==> src/rtl/controller_reader_pkg.sv <==
// Shared types and constants for the serial game-controller reader.
package controller_reader_pkg;

  typedef enum logic [2:0] {
    IDLE,
    LATCH,
    LOW,
    HIGH,
    DONE
  } state_t;

  localparam int BITS_PER_CTRL = 8;

  // Bit positions inside a button byte; bit 7 is the first bit on the wire.
  localparam int BTN_A      = 7;
  localparam int BTN_B      = 6;
  localparam int BTN_SELECT = 5;
  localparam int BTN_START  = 4;
  localparam int BTN_UP     = 3;
  localparam int BTN_DOWN   = 2;
  localparam int BTN_LEFT   = 1;
  localparam int BTN_RIGHT  = 0;

endpackage

==> src/rtl/controller_reader_bit_synchronizer.sv <==
// Parameterized-width 2-flop synchronizer; resets to all ones (idle-high line).
module bit_synchronizer #(
  parameter int WIDTH = 1
) (
  input  logic             clk,
  input  logic             rst,
  input  logic [WIDTH-1:0] d,
  output logic [WIDTH-1:0] q
);

  logic [WIDTH-1:0] meta_d, meta_q;
  logic [WIDTH-1:0] sync_d, sync_q;

  always_comb begin
    meta_d = d;
    sync_d = meta_q;
  end

  always_ff @(posedge clk) begin
    if (rst) begin
      meta_q <= '1;
      sync_q <= '1;
    end else begin
      meta_q <= meta_d;
      sync_q <= sync_d;
    end
  end

  assign q = sync_q;

endmodule

==> src/rtl/controller_reader.sv <==
// Console-side master for serial game controllers: drives latch/ctrl_clk, shifts in data_B.
// Optional macro CONTROLLER_READER_SYNC_LATCH_EN adds a ctrl_clk rise inside latch for sync-load pads.
module controller_reader
  import controller_reader_pkg::*;
#(
  parameter int CLK_DIV  = 4,
  parameter int NUM_CTRL = 2
) (
  input  logic                                    clk,
  input  logic                                    rst,
  input  logic                                    start,
  input  logic [NUM_CTRL-1:0]                     data_B,
  output logic                                    latch,
  output logic                                    ctrl_clk,
  output logic [NUM_CTRL-1:0][BITS_PER_CTRL-1:0]  buttons,
  output logic                                    valid,
  output logic                                    busy
);

  if (CLK_DIV < 3) begin : g_bad_clk_div
    $error("controller_reader: CLK_DIV must be 3 or more");
  end

`ifdef CONTROLLER_READER_SYNC_LATCH_EN
  localparam int LATCH_CYCLES = 2 * CLK_DIV;
`else
  localparam int LATCH_CYCLES = CLK_DIV;
`endif
  localparam int PW = $clog2(2 * CLK_DIV);
  localparam int BW = $clog2(BITS_PER_CTRL);
  localparam logic [PW-1:0] PHASE_LAST = PW'(CLK_DIV - 1);
  localparam logic [PW-1:0] LATCH_LAST = PW'(LATCH_CYCLES - 1);
  localparam logic [BW-1:0] BIT_LAST   = BW'(BITS_PER_CTRL - 1);
`ifdef CONTROLLER_READER_SYNC_LATCH_EN
  localparam logic [PW-1:0] PHASE_HALF = PW'(CLK_DIV);
`endif

  state_t                                 state_d, state_q;
  logic [PW-1:0]                          phase_d, phase_q;
  logic [BW-1:0]                          bit_d, bit_q;
  logic [NUM_CTRL-1:0][BITS_PER_CTRL-1:0] shift_d, shift_q;
  logic [NUM_CTRL-1:0][BITS_PER_CTRL-1:0] buttons_d, buttons_q;
  logic                                   latch_d, latch_q;
  logic                                   ctrl_clk_d, ctrl_clk_q;
  logic                                   valid_d, valid_q;
  logic                                   busy_d, busy_q;
  logic [NUM_CTRL-1:0]                    data_sync;

  bit_synchronizer #(
    .WIDTH (NUM_CTRL)
  ) u_sync (
    .clk (clk),
    .rst (rst),
    .d   (data_B),
    .q   (data_sync)
  );

  always_comb begin
    state_d   = state_q;
    phase_d   = phase_q + 1'b1;
    bit_d     = bit_q;
    shift_d   = shift_q;
    buttons_d = buttons_q;

    unique case (state_q)
      IDLE: begin
        phase_d = '0;
        if (start) begin
          state_d = LATCH;
          bit_d   = '0;
        end
      end
      LATCH: begin
        if (phase_q == LATCH_LAST) begin
          state_d = LOW;
          phase_d = '0;
        end
      end
      LOW: begin
        if (phase_q == PHASE_LAST) begin
          phase_d = '0;
          for (int c = 0; c < NUM_CTRL; c++) begin
            shift_d[c] = {shift_q[c][BITS_PER_CTRL-2:0], data_sync[c]};
          end
          // Publish on DONE entry so buttons and valid appear in the same cycle.
          if (bit_q == BIT_LAST) begin
            state_d   = DONE;
            buttons_d = ~shift_d;
          end else begin
            state_d = HIGH;
          end
        end
      end
      HIGH: begin
        if (phase_q == PHASE_LAST) begin
          state_d = LOW;
          phase_d = '0;
          bit_d   = bit_q + 1'b1;
        end
      end
      DONE: begin
        state_d = IDLE;
        phase_d = '0;
      end
      default: begin
        state_d = IDLE;
        phase_d = '0;
      end
    endcase

    // Outputs are registered from the next state to keep the pad wires glitch-free.
    latch_d    = (state_d == LATCH);
    ctrl_clk_d = (state_d == HIGH);
`ifdef CONTROLLER_READER_SYNC_LATCH_EN
    if ((state_d == LATCH) && (phase_d >= PHASE_HALF)) begin
      ctrl_clk_d = 1'b1;
    end
`endif
    valid_d = (state_d == DONE);
    busy_d  = (state_d != IDLE);
  end

  always_ff @(posedge clk) begin
    if (rst) begin
      state_q    <= IDLE;
      phase_q    <= '0;
      bit_q      <= '0;
      shift_q    <= '1;
      buttons_q  <= '0;
      latch_q    <= 1'b0;
      ctrl_clk_q <= 1'b0;
      valid_q    <= 1'b0;
      busy_q     <= 1'b0;
    end else begin
      state_q    <= state_d;
      phase_q    <= phase_d;
      bit_q      <= bit_d;
      shift_q    <= shift_d;
      buttons_q  <= buttons_d;
      latch_q    <= latch_d;
      ctrl_clk_q <= ctrl_clk_d;
      valid_q    <= valid_d;
      busy_q     <= busy_d;
    end
  end

  assign latch    = latch_q;
  assign ctrl_clk = ctrl_clk_q;
  assign buttons  = buttons_q;
  assign valid    = valid_q;
  assign busy     = busy_q;

endmodule
==> config.mk <==
export PLATFORM = sky130hd
export DESIGN_NAME = controller_reader
export DESIGN_NICKNAME = d
export VERILOG_FILES = /design/src/rtl/controller_reader_pkg.sv /design/src/rtl/controller_reader_bit_synchronizer.sv /design/src/rtl/controller_reader.sv
export SDC_FILE = /design/constraint.sdc
export NUM_CORES = 1
export LEC_CHECK = 0
export ABC_AREA = 1
export CELL_PAD_IN_SITES_DETAIL_PLACEMENT = 0
export CELL_PAD_IN_SITES_GLOBAL_PLACEMENT = 1
export CORE_ASPECT_RATIO = 0.5
export CORE_MARGIN = 3
export CORE_UTILIZATION = 40
export DETAILED_ROUTE_END_ITERATION = 8
export PLACE_DENSITY = 0.74
export REMOVE_ABC_BUFFERS = 1
export SKIP_LAST_GASP = 1
export SYNTH_ARGS = -nofsm -noshare
export SYNTH_HDL_FRONTEND = slang
export SYNTH_SLANG_ARGS = --single-unit
==> constraint.sdc <==
create_clock -name clk -period 3.75 [get_ports clk]
set_clock_uncertainty 0.2 [all_clocks]
set_input_delay 0.375 -clock clk [delete_from_list [all_inputs] [get_ports clk]]
set_output_delay 0.375 -clock clk [all_outputs]
set_load 0.01 [all_outputs]
==> flow_summary.toml, run 1 <==
[logic_synthesis]
synthCells = 196
ys_types = 24
synth_mux_area_share_pct = 0
synth_top_area_cell = "dfxtp_1"
ys_seq_area_share_pct = 53.6
yosys_register_bits = 47
synth.area.top_cells = "dfxtp_1 54%, nand2_1 7.7%, a21oi_2 5.0%, nand3_1 4.6%, nor2_1 4.3%"
synth_area_um2 = 1750
synth_simple_gate_area_share_pct = 22.6
synth_compound_area_share_pct = 14.0
syn-mean-instance-area_um2 = 8.95
synthAdderAreaFrac_pct = 2.85
synth_top_family_by_area = "simple AND/OR/NAND/NOR gates"
synth_xor_area_share_pct = 0
synth_warnings = 0
synthDominantCellAreaShare_pct = 53.6

[grt]
grt-ovfl-total = 0
track_usage_pct = 12.9
grt_pass1_vias = 1129
antenna_found_initial = 0
grt_max_degree = 37
grt_pass1_wl_mm = 5.12

[die]
dieHeight_um = 52.8
die_w_um = 99.7
ios = 25
num_rows = 16
placeableCoreArea_um2 = 4060
start_util_pct = 43.2
die-area_um2 = 5260

[cts]
clkLatencyLatePin_ns = 0.30
post_cts_buffers = 0
clockBufferDepth = 2
cts_max_level = 2
path_clk_slew_ns = 0.08
cts_sinks = 47
hold_buffers = 0
cts_root_buf = "clkbuf_8"
cts_tree = "yes"
numCtsBuffers = 5
cts_resized = 0

[worst_setup_path]
crit_path_start_kind = "flip-flop"
required_ns = 3.74
path_max_fanout = 30
crit_type = "reg -> reg"
end_kind = "flip-flop"
critPathArrivalTime_ns = 1.94

[sta]
slew_headroom_pct = 59.1
tightest_slew_ns = 0.612
setup_viol_count_final = 0
timing.hold.ws_ns = 0.210
setup_tns_ns = 0
rsz0062_at_grt = "no"
setup_slack_ns = 1.80
period_needed_ns = 1.95
finalCritPeriodShare_pct = 52.0
hold_violations = 0
finalMaxSlewViolations = 0
clock.fmax_mhz = 512

[placed_design]
place.gp.congestion = 0.717
port_buffers = 24
dp_hpwl_mm = 1.92
place_ws_ns = 1.61

[power]
power_density_nw_per_um2 = 427
peakVddDrop_mv = 0.166
finalPower_mw = 0.898
leakage_nw = 0.945

[routing]
routedWlPerCell_um = 11.0
drt_iter0_drc = 29
vias_per_cell = 4.63
vias = 1264
ant_nets = 0
drt-total-wl_mm = 2.99
drcViolationCount = 0
dr.pass1.iters = 4

[worst_hold_path]
hold_class = "reg -> reg"

[finish]
drive_above_1_share_pct = 13.7
layout_common_cells = "47 x dfxtp_1, 36 x nand2_1, 24 x clkdlybuf4s50_1"
antennaDiodeCount = 0
layout.cells.most_common = "dfxtp_1"
nets = 228
fin_util_pct = 51.8
area_delta_synth_final_pct = 19.9
fill_cells = 394

[job]
maxCapViolations = 0

[status]
status = "finished, final reports clean"
-- sequential cells by signal (all words and copies together), names as in the netlist --
name,count
phase_q,3
latch,1
u_sync.q,2
valid,1
ctrl_clk,1
shift_q,14
bit_q,3
state_q,3
busy,1
buttons,16
u_sync.meta_q,2
-- worst max-delay path, cell delays in order, from the launching register on --
cell     delay (ns)
dfxtp_1        0.34
ha_1           0.14
ha_1           0.23
nand2_1        0.19
nor2_8         0.47
inv_1          0.11
nand3_1        0.10
o21ai_2        0.06
-- routing by layer --
layer	wire length [um]	track usage, %
met1	1510	16.0
met2	1290	19.6
met3	136	4.91
met4	57	7.03
met5	0	0
-- final timing paths --
kind / start / to / slack (ns) / cells after the start
max: phase_q[0] / buttons[5] / 1.80 / 7
min: u_sync.meta_q[1] / u_sync.q[1] / 0.21 / 1
max reg2reg: phase_q[0] / buttons[5] / 1.80 / 7
min reg2reg: u_sync.meta_q[1] / u_sync.q[1] / 0.21 / 1
-- report_power, final --
group | total (mW) | internal [mW] | leakage, nW | switching, mW
Combinational | 0.0362 | 0.0154 | 0.512 | 0.0208
Clock | 0.351 | 0.195 | 0.0513 | 0.155
Sequential | 0.511 | 0.507 | 0.382 | 0.00451
-- Yosys cell counts, drive strengths merged --
cell type / number
inv: 16
or2: 4
dfxtp: 47
nor3: 1
nor2: 23
nand2: 38
nand3: 16
buf: 6
nand3b: 1
o21ai: 22
o211ai: 2
clkbuf: 2
ha: 4
a21oi: 14
-- metrics by stage --
| stage | area [um^2] | std cells |
|---|---|---|
| 3_3_place_gp | 2000 | 266 |
| 2_1_floorplan | 1690 | 188 |
| 5_1_grt | 2100 | 273 |
| 4_1_cts | 2100 | 273 |
| 3_5_place_dp | 2000 | 266 |
| 6_report | 2100 | 273 |
-- layout make-up --
| type | count | area (um^2) | area share (%) |
|---|---|---|---|
| Clock buffer | 6 | 72.6 | 3.45 |
| Clock inverter | 1 | 30.0 | 1.43 |
| Inverter | 16 | 60.1 | 2.86 |
| Multi-Input combinational cell | 125 | 692 | 32.9 |
| Sequential cell | 47 | 941 | 44.7 |
| Tap cell | 54 | 67.6 | 3.21 |
| Timing Repair Buffer | 24 | 240 | 11.4 |
-- cell families after synthesis --
family,count (synthesis)
AOI/OAI and AO/OA,38
and+or+nand+nor,83
adders and majority gates,4
buffers and inverters,24
DFF,47
No activity file was read; power rests on OpenSTA's default activity.
==> run 2: changes to the inputs <==
Settings changed: CORE_UTILIZATION 40 to 36, PLACE_DENSITY 0.74 to 0.71.
Clock period 3.75 ns to 1.7 ns, I/O delays scaled along.
==> run 2 against run 1 <==
Flip-flop and latch count stayed put; combinational power grew 150%; maximum frequency rose by 24%; highest routed layer unchanged.
==> flow_summary.toml, run 2 (synthesized netlist as in run 1, its figures left out) <==
[status]
status = "finished, final reports clean"

[die]
placeableCoreArea_um2 = 4550
die_w_um = 105
start_util_pct = 38.5
num_rows = 17
ios = 25
die-area_um2 = 5800
dieHeight_um = 55.4

[sta]
finalCritPeriodShare_pct = 92.7
tightest_slew_ns = 0.255
setup_tns_ns = 0
rsz0062_at_grt = "no"
setup_viol_count_final = 0
period_needed_ns = 1.58
hold_violations = 0
clock.fmax_mhz = 635
finalMaxSlewViolations = 0
setup_slack_ns = 0.125
slew_headroom_pct = 83.0

[worst_setup_path]
critPathArrivalTime_ns = 1.61
required_ns = 1.73
crit_path_start_kind = "flip-flop"
ff2ff_setup_slack_ns = 0.12
path_max_fanout = 15
rr_worst_depth = 7
crit_type = "reg -> reg"
end_kind = "flip-flop"
reg2reg_from = "phase_q[0]"
r2r_end = "buttons[5]"

[grt]
antenna_found_initial = 0
grt_pass1_vias = 1124
grt_pass1_wl_mm = 4.90
grt_max_degree = 21
grt-ovfl-total = 0
track_usage_pct = 10.5

[routing]
drcViolationCount = 0
drt_iter0_drc = 20
vias = 1276
routedWlPerCell_um = 10.1
drt-total-wl_mm = 2.95
vias_per_cell = 4.37
ant_nets = 0
dr.pass1.iters = 4

[power]
peakVddDrop_mv = 0.436
leakage_nw = 1.02
power_density_nw_per_um2 = 916

[worst_hold_path]
min_from = "u_sync.meta_q[0]"
hold_class = "reg -> reg"
min_to = "u_sync.q[0]"
holdPathStages = 1

[placed_design]
postPlaceCellArea_um2 = 2110
place.gp.congestion = 0.807
port_buffers = 24
dp.cells = 284
dp_hpwl_mm = 2.11
place_ws_ns = -0.00331

[finish]
antennaDiodeCount = 0
largest_reg_flops = 16
area_delta_synth_final_pct = 27.8
stdcell_count = 292
layout_common_cells = "47 x dfxtp_1, 35 x nand2_1, 24 x clkdlybuf4s50_1"
finalInstanceArea_um2 = 2240
nets = 234
layout.cells.most_common = "dfxtp_1"
drive_above_1_share_pct = 18.6
fin_util_pct = 49.3

[cts]
cts_root_buf = "clkbuf_8"
cts_max_level = 2
cts_tree = "yes"
numCtsBuffers = 5
clockBufferDepth = 2
cts_sinks = 47
clkLatencyLatePin_ns = 0.29
path_clk_slew_ns = 0.08
post_cts_buffers = 0

[job]
maxCapViolations = 0
==> run 2: changes by cell type in the layout (fill, tap and decap cells not counted), sizes merged <==
cell and change:
buf +6, clkinv +1
==> run 2: worst max-delay path by stage <==
stage,cells after the start,start,to
finish,7,phase_q[0],buttons[5]
global route,9,phase_q[0],busy
CTS,7,phase_q[0],buttons[5]
detailed placement,7,phase_q[0],state_q[0]
global placement,7,phase_q[0],latch
floorplan,7,phase_q[0],buttons[5]
==> run 2: layout make-up <==
class,instances,area (um^2)
clock buffers,6,82.6
clock inverters,2,35.0
fillers,457,2310
inverters,16,60.1
multi-input cells,125,706
flip-flops and latches,47,941
well taps,66,82.6
repair buffers,30,335
==> run 2: critical path: stages (launching register included) <==
cell and delay, ns:
dfxtp_1 0.34, ha_1 0.15, ha_2 0.24, nand2_4 0.09
nor2_8 0.15, buf_12 0.16, nand2_4 0.08, o21ai_2 0.10
==> run 2: routing by layer <==
layer	part of all wire [%]	global-route usage (%)	routed length [um]	up-vias
met5	0	0	0	-
met2	42	16.2	1240	20
met3	4.6	3.50	137	5
li1	-	-	-	690
met4	1.8	5.61	52	0
met1	52	13.0	1520	561
==> run 2: repair_timing <==
item                                    in CTS  in global routing
pin swaps                                    0                  2
endpoints found under the setup margin       3                 35
resized for setup                            1                  6
hold buffers                                 0                  0
==> run 2: power by group <==
| group | internal (mW) | switching, mW | total (mW) |
|---|---|---|---|
| Clock | 0.476 | 0.359 | 0.835 |
| Sequential | 1.12 | 0.0102 | 1.13 |
| Combinational | 0.0425 | 0.0479 | 0.0904 |
==> run 2: metrics by stage <==
step | hold WS, ns | total power [mW]
global route | 0.222 | 2.13
detailed placement | 0.201 | 1.24
CTS | 0.221 | 2.08
floorplan | 0.0424 | 1.20
global placement | 0.194 | 1.24
finish | 0.216 | 2.05
==> run 3: changes to the inputs <==
Settings changed: ABC_CLOCK_PERIOD_IN_PS from default to 1700, CORE_UTILIZATION 36 to 37, CTS_BUF_LIST from default to sky130_fd_sc_hd__clkbuf_4 sky130_fd_sc_hd__clkbuf_8, PLACE_DENSITY 0.71 to 0.72.
==> run 3 against run 2 <==
Worst hold slack got worse by 0.0041 ns; sequential share of layout area increased by 0.55 points; first-iteration DRC count up 5.0%; power fell by 5.1%; maximum frequency is 0.77% lower; worst setup slack worse by 0.012 ns; wire length grew 1.7%; non-clock buffer count decreased by 1; die area is 2.5% lower; critical endpoint is now busy; largest cell class unchanged; highest routed layer unchanged.
==> flow_summary.toml, run 3 (synthesized netlist as in run 1, its figures left out) <==
[sta]
finalMaxSlewViolations = 0
clock.fmax_mhz = 630
setup_viol_count_final = 0
period_needed_ns = 1.59
rsz0062_at_grt = "no"
timing.hold.ws_ns = 0.212
setup_tns_ns = 0
finalCritPeriodShare_pct = 93.4
tightest_slew_ns = 0.267
hold_violations = 0
slew_headroom_pct = 82.2

[worst_setup_path]
crit_type = "reg -> reg"
required_ns = 1.74
end_kind = "flip-flop"
r2r_end = "busy"
reg2reg_from = "phase_q[0]"
cp_common_cell = "nand2_1"
path_cells = "ha_1 > ha_4 > nand2_2 > o21ai_0 > nor2_1 > nor2_1 > nand2_1 > nand2_1 > nand2_1"
rr_worst_depth = 9
cp_slowest_cell = "dfxtp_1"
ff2ff_setup_slack_ns = 0.11
slowest_delay_ns = 0.32
path_max_fanout = 5
critPathArrivalTime_ns = 1.63
crit_path_start_kind = "flip-flop"

[worst_hold_path]
min_from = "u_sync.meta_q[0]"
hold_class = "reg -> reg"
holdPathStages = 1
min_to = "u_sync.q[0]"

[routing]
ant_nets = 0
vias_per_cell = 4.41
drcViolationCount = 0
drt-total-wl_mm = 3.00
routedWlPerCell_um = 10.3
vias = 1282
drt_iter0_drc = 21
dr.pass1.iters = 4

[grt]
grt_pass1_wl_mm = 5.06
grt-ovfl-total = 0
track_usage_pct = 11.6
grt_pass1_vias = 1126
antenna_found_initial = 0
grt_max_degree = 26

[finish]
antennaDiodeCount = 0
nets = 233
layout_common_cells = "47 x dfxtp_1, 35 x nand2_1, 24 x clkdlybuf4s50_1"
area_delta_synth_final_pct = 26.2
fill_cells = 427
drive_above_1_share_pct = 18.2
layout.cells.most_common = "dfxtp_1"
largest_reg_flops = 16

[power]
leakage_nw = 0.983
peakVddDrop_mv = 0.354
power_density_nw_per_um2 = 881

[cts]
cts_tree = "yes"
clockBufferDepth = 2
path_clk_slew_ns = 0.08
cts_root_buf = "clkbuf_8"
cts_sinks = 47
hold_buffers = 0
numCtsBuffers = 5
cts_max_level = 2
clkLatencyLatePin_ns = 0.30

[die]
num_rows = 17
ios = 25
start_util_pct = 39.1
dieHeight_um = 54.7
die-area_um2 = 5650
die_w_um = 103
placeableCoreArea_um2 = 4490

[placed_design]
place.gp.congestion = 0.817
dp_hpwl_mm = 2.07
port_buffers = 24

[job]
maxCapViolations = 0

[status]
status = "finished, final reports clean"
## run 3: cell types whose count changed in the layout (fill, tap and decap cells not counted), sizes merged
cell / delta
buf: -1
bufinv: -1
clkbuf: +1
clkinv: -1
clkinvlp: +1
## run 3: through the flow
step                      power (mW)  instances  cell area (um^2)  utilization (%)  setup slack (ns)
after detailed placement        1.24        283              2090             46.6           -0.0211
after CTS                       1.97        291              2200             49.0            0.0163
after floorplan                 1.20        188              1690                -           -0.0316
after global routing            2.03        291              2210             49.3           0.00981
final                           1.95        291              2210             49.3             0.113
after global placement          1.24        283              2090             46.6            0.0486
## run 3: layer usage
metal / wire length, um / part of all wire (%) / vias up / global-route usage (%)
met5: 0 / 0 / - / 0
met4: 36 / 1.2 / 0 / 4.52
met3: 121 / 4.0 / 4 / 3.82
met2: 1330 / 44 / 18 / 17.7
met1: 1510 / 51 / 572 / 15.3
li1: - / - / 688 / -
## run 3: cell type report
cell class	instances	area, um^2	share of cell area [%]
Sequential cell	47	941	42.5
Multi-Input combinational cell	125	711	32.1
Timing Repair Buffer	29	315	14.2
Clock buffer	7	96.3	4.35
Tap cell	66	82.6	3.73
Inverter	16	60.1	2.71
Clock inverter	1	7.51	0.339
## run 3: how the worst max path moves through the flow
stage | from | end | depth (start not counted)
5_1_grt | phase_q[0] | busy | 9
6_report | phase_q[0] | busy | 9
2_1_floorplan | phase_q[0] | buttons[5] | 7
3_5_place_dp | phase_q[0] | latch | 7
4_1_cts | phase_q[0] | latch | 7
3_3_place_gp | phase_q[0] | ctrl_clk | 7
## run 3: repair_timing
action,CTS,global route
buffers inserted,0,0
resized for setup,2,5
setup endpoints to repair,11,34
pin swaps,0,1
## run 3: power breakdown
| group | internal (mW) | switching [mW] | total, mW |
|---|---|---|---|
| Sequential | 1.12 | 0.00970 | 1.13 |
| Clock | 0.370 | 0.362 | 0.732 |
| Combinational | 0.0412 | 0.0488 | 0.0900 |
| Total | 1.53 | 0.420 | 1.95 |
## run 3: worst max-delay path: cells and delay by family, from the launching register on
kind | cells | cell delay, ns
AND/OR/NAND/NOR | 6 | 0.51
adder cells (fa/ha/maj) | 2 | 0.41
flip-flops | 1 | 0.32
AO/OA/AOI/OAI | 1 | 0.10
